### src/rtl/weight_stream_loader.sv
// Streams weight words into a shadow bank for the masked MACs (ascending index order),
// then copies the masked shadow entries into the registered active bank on commit.
module weight_stream_loader #(
  parameter int N_MACS = 4,
  parameter int WPM    = 2,
  parameter int DW     = 8
) (
  input  logic                       clk_i,
  input  logic                       rst_i,
  input  logic [N_MACS-1:0]          weight_ctrl_i,
  input  logic                       busy_i,
  input  logic                       w_valid_i,
  input  logic [DW-1:0]              w_data_i,
  output logic                       w_ready_o,
  input  logic                       commit_i,
  output logic [N_MACS*WPM*DW-1:0]   weights_out_o,
  output logic [N_MACS-1:0]          weights_vld_o,
  output logic                       load_done_o,
  output logic                       load_abort_o
);

  localparam int WW = (WPM > 1) ? $clog2(WPM) : 1;
  localparam int MW = (N_MACS > 1) ? $clog2(N_MACS) : 1;
  localparam int BW = N_MACS * WPM * DW;
  localparam int MB = WPM * DW;

  typedef enum logic [1:0] {IDLE, FILL, FULL} state_t;

  state_t              state_q, state_d;
  logic [N_MACS-1:0]   ctrl_q;
  logic [N_MACS-1:0]   mask_q, mask_d;
  logic [MW-1:0]       ptr_q, ptr_d;
  logic [WW-1:0]       word_q, word_d;
  logic [BW-1:0]       shadow_q, shadow_d;
  logic [BW-1:0]       active_q, active_d;
  logic [N_MACS-1:0]   vld_q, vld_d;
  logic                done_q, done_d;
  logic                abort_q, abort_d;

  logic                trigger;
  logic [MW-1:0]       first_ptr;
  logic [MW-1:0]       nxt_ptr;
  logic                nxt_found;

  assign trigger = (weight_ctrl_i != '0) && (weight_ctrl_i != ctrl_q);

  // Descending scans so the lowest qualifying index is the one left standing.
  always_comb begin
    first_ptr = '0;
    nxt_ptr   = ptr_q;
    nxt_found = 1'b0;
    for (int i = N_MACS - 1; i >= 0; i--) begin
      if (weight_ctrl_i[i]) begin
        first_ptr = MW'(i);
      end
      if (mask_q[i] && (i > int'(ptr_q))) begin
        nxt_ptr   = MW'(i);
        nxt_found = 1'b1;
      end
    end
  end

  always_comb begin
    state_d   = state_q;
    mask_d    = mask_q;
    ptr_d     = ptr_q;
    word_d    = word_q;
    shadow_d  = shadow_q;
    active_d  = active_q;
    vld_d     = vld_q;
    done_d    = 1'b0;
    abort_d   = 1'b0;
    w_ready_o = (state_q == FILL);

    case (state_q)
      IDLE: begin
        if (trigger) begin
          mask_d  = weight_ctrl_i;
          ptr_d   = first_ptr;
          word_d  = '0;
          state_d = FILL;
        end
      end
      FILL: begin
        if (!busy_i && !commit_i) begin
          state_d = IDLE;
          abort_d = 1'b1;
        end else if (w_valid_i) begin
          shadow_d[(int'(ptr_q) * WPM + int'(word_q)) * DW +: DW] = w_data_i;
          if (word_q == WW'(WPM - 1)) begin
            word_d = '0;
            if (nxt_found) begin
              ptr_d = nxt_ptr;
            end else begin
              state_d = FULL;
              done_d  = 1'b1;
            end
          end else begin
            word_d = word_q + WW'(1);
          end
        end
      end
      FULL: begin
        // Commit wins over a simultaneous busy drop.
        if (commit_i) begin
          for (int m = 0; m < N_MACS; m++) begin
            if (mask_q[m]) begin
              active_d[m*MB +: MB] = shadow_q[m*MB +: MB];
              vld_d[m]             = 1'b1;
            end
          end
          state_d = IDLE;
        end else if (!busy_i) begin
          state_d = IDLE;
          abort_d = 1'b1;
        end
      end
      default: state_d = IDLE;
    endcase
  end

  always_ff @(posedge clk_i or posedge rst_i) begin
    if (rst_i) begin
      state_q  <= IDLE;
      ctrl_q   <= '0;
      mask_q   <= '0;
      ptr_q    <= '0;
      word_q   <= '0;
      shadow_q <= '0;
      active_q <= '0;
      vld_q    <= '0;
      done_q   <= 1'b0;
      abort_q  <= 1'b0;
    end else begin
      state_q  <= state_d;
      ctrl_q   <= weight_ctrl_i;
      mask_q   <= mask_d;
      ptr_q    <= ptr_d;
      word_q   <= word_d;
      shadow_q <= shadow_d;
      active_q <= active_d;
      vld_q    <= vld_d;
      done_q   <= done_d;
      abort_q  <= abort_d;
    end
  end

  assign weights_out_o = active_q;
  assign weights_vld_o = vld_q;
  assign load_done_o   = done_q;
  assign load_abort_o  = abort_q;

endmodule

### config.mk
export PLATFORM = sky130hd
export DESIGN_NAME = weight_stream_loader
export DESIGN_NICKNAME = d
export VERILOG_FILES = /design/src/rtl/weight_stream_loader.sv
export SDC_FILE = /design/constraint.sdc
export NUM_CORES = 1
export LEC_CHECK = 0
export ABC_AREA = 1
export BUFFER_PORTS_ARGS = -buffer_cell sky130_fd_sc_hd__buf_2
export CAP_MARGIN = 10
export CORE_MARGIN = 3
export CORE_UTILIZATION = 51
export CTS_BUF_LIST = sky130_fd_sc_hd__clkbuf_8 sky130_fd_sc_hd__clkbuf_16
export DETAILED_ROUTE_END_ITERATION = 7
export HOLD_SLACK_MARGIN = 0.15
export PLACE_DENSITY = 0.84
export REMOVE_ABC_BUFFERS = 1
export SYNTH_ARGS = -nofsm -noshare
export SYNTH_HDL_FRONTEND = slang
export SYNTH_SLANG_ARGS = --single-unit
### constraint.sdc
create_clock -name clk_i -period 5 [get_ports clk_i]
set_input_delay 1.25 -clock clk_i [delete_from_list [all_inputs] [get_ports clk_i]]
set_output_delay 1.25 -clock clk_i [all_outputs]
set_load 0.05 [all_outputs]
==> out/results.txt <==
placement row count -> 39
core area -> 11,500 um2
synthesized area per cell -> 9.88 um2
post-CTS sizing -> 0
Sw Pwr -> 2250 uW
Clock Latency Late Sink -> 0.42 ns
fin nets -> 722
Req. time, crit path -> 5.28 ns
most common cell after layout, fill and taps aside -> dfrtp_1
vias in the first global route -> 4,717
MaxCap Viol Count -> 0
Final Hold Fails -> 0
Comb power frac -> 0.404
setup violators final -> 0
clock share of power -> 0.242
post-layout instance area -> 7170 um2
Slowest cell on crit path -> dfrtp_1
first-pass GRT wire length -> 23.1 mm
GR Overflow Total -> 0
Synth area leaders -> dfrtp_1, nand2_1, o21ai_0, inv_1, mux2_2
clk sinks -> 147
worst flop-to-flop path startpoint -> word_q
ANT cells -> 0
crit share post-route -> 0.613
Worst Setup SP -> word_q
clk slew on worst S/H paths -> 0.06 ns
largest area contributor in the netlist -> dfrtp_1
power density over the cells -> 712 nW/um2
r2r setup slk -> 1.93 ns
RSZ-0062 raised after global routing -> no
RePlAce Congestion -> 0.918
Worst Setup End Kind -> flop
commonest cells after routing, fill and taps aside -> dfrtp_1, nand2_1, buf_2
Worst Path Arrival -> 3.35 ns
worst setup path endpoint -> shadow_q[2]
max-slew violations -> 0
initial antenna violation count -> 0
routed len/inst -> 16.2 um
Synth Instances -> 615
Post-CTS Setup Inserts -> 0
number of synthesized register bits -> 147
cell area after synthesis -> 6070 um2
Placed Area -> 6580 um2
Max transition margin -> 0.320
WS Path Type -> flop to flop
buffers added on ports -> 87
switch share -> 0.441
Reg-to-Reg End -> shadow_q[2]
worst-path fanout max -> 17
CTS Buf Count -> 17
share of layout cells above drive strength 1 -> 0.219
Hold Buf Count CTS -> 0
drt total wl -> 13.8 mm
Startpoint Class -> flop
register area share after synthesis -> 0.606
Area Overhead vs Synth -> 18.0%
Vias per Instance -> 5.38
Initial Utilization -> 0.527
Total GRT Usage -> 0.225
hold crit path type -> flop to flop
critical path cell sequence -> inv_1 > ha_1 > ha_1 > clkinv_1 > nand2_1 > nor3_1 > nand2_1 > nand2_1 > o21ai_1
pre-CTS WS -> 2.05 ns
Worst-Margin Slew -> 1.02 ns
final HPWL from detailed placement -> 9.80 mm
# H-tree levels -> 4
die area -> 13,300 um2
status -> complete, no violations
First DRT Iteration DRCs -> 360
Via Count -> 4,604
Internal -> 2850 uW
Flop pwr share -> 0.354
crit-path max cell delay -> 0.55 ns
fmax -> 0.326 GHz
Final Skew -> 0.00751 ns
Die Y -> 115 um
Final min period -> 3.07 ns
pin count of the biggest net entering global routing -> 79
I/O Pins -> 88
Peak VDD IR -> 314 uV
post-synth top area share -> 0.606
CTS Root Cell -> clkbuf_16
Clock Path Buffers -> 2
Leakage -> 0.00388 uW
Worst Reg2Reg Path Length in Cells -> 9
DRC errors left -> 0
DIE WIDTH -> 115 um
Netlist cell types -> 30
most frequent CP cell -> nand2_1
Final ANT Viol Nets -> 0
synth warn -> 0
Worst Setup Slack, final -> 1.93 ns
1st-pass router iterations -> 4
CTS tree -> yes
synthesized netlist by cell type (all sizes together):
cell      n
dfrtp   147
o31ai     4
ha        5
o22ai     6
nor2     29
o21ai    84
nor3      5
buf      10
mux2     25
clkinv    2
clkbuf   13
nand3    36
nor4      2
o21a      5
inv      79
nand2   130
a21oi    17
nand4    16
power by group through the flow:
stage               Clock, uW  Combinational (uW)  Sequential [uW]
global placement            0                2010             1790
detailed placement          0                2050             1810
global route             1310                2240             1850
floorplan                   0                 793             2540
CTS                      1250                2070             1800
finish                   1240                2060             1800
worst max-delay path, delay by kind of cell (launching register included):
kind | cells | cell delay, ns
simple gates | 4 | 1.14
buf+inv | 2 | 0.53
flops | 1 | 0.55
compound gates | 1 | 0.07
fa+ha+maj | 2 | 0.64
layer usage:
| layer | GRT usage | vias up | wire length, um |
|---|---|---|---|
| met4 | 0.0923 | 0 | 340 |
| met3 | 0.0516 | 33 | 776 |
| met1 | 0.299 | 2241 | 6010 |
| met5 | 0 | - | 0 |
| li1 | - | 2179 | - |
| met2 | 0.360 | 151 | 6700 |
cell type report:
type                       instances  area [um2]
clock buffer                      22         494
fill                             922        4350
sequential                       147        3680
timing repair buffer              89         450
inverter                          81         310
multi-input combinational        364        1960
tap                              143         179
clock inverter                     9        90.1
cell families after synthesis:
kind of cell / count (synthesis) / synth area share
AND/OR/NAND/NOR: 218 / 0.165
AO/OA/AOI/OAI: 116 / 0.102
adder cells (fa/ha/maj): 5 / 0.0103
multiplexers: 25 / 0.0463
buffers and inverters: 104 / 0.0713
flip-flops: 147 / 0.606
worst min-delay path by stage:
stage,endpoint,slack [ns],startpoint,cells after the start
floorplan,shadow_q[4],0.44,shadow_q[4],2
global route,weights_vld_o[0],0.49,weights_vld_o[0],2
CTS,weights_vld_o[3],0.46,weights_vld_o[3],2
finish,weights_vld_o[3],0.45,weights_vld_o[3],2
global placement,weights_vld_o[2],0.44,weights_vld_o[2],2
detailed placement,weights_vld_o[3],0.45,weights_vld_o[3],2
state kept, by name, summed over array words and instances, names as in the netlist:
| name | cells |
|---|---|
| shadow_q | 64 |
| weights_out_o | 64 |
| ctrl_q | 4 |
| mask_q | 4 |
| weights_vld_o | 4 |
| ptr_q | 2 |
| state_q | 2 |
| load_abort_o | 1 |
| load_done_o | 1 |
| word_q | 1 |
through the flow:
step / power [uW] / util / cells / hold WS [ns] / TNS (ns)
finish: 5100 / 0.622 / 855 / 0.453 / 0
global route: 5390 / 0.622 / 855 / 0.492 / 0
CTS: 5130 / 0.622 / 855 / 0.461 / 0
detailed placement: 3870 / 0.571 / 824 / 0.447 / 0
global placement: 3800 / 0.571 / 824 / 0.443 / 0
floorplan: 3330 / - / 592 / 0.438 / -29.60
(Power assumes the default switching activity.)
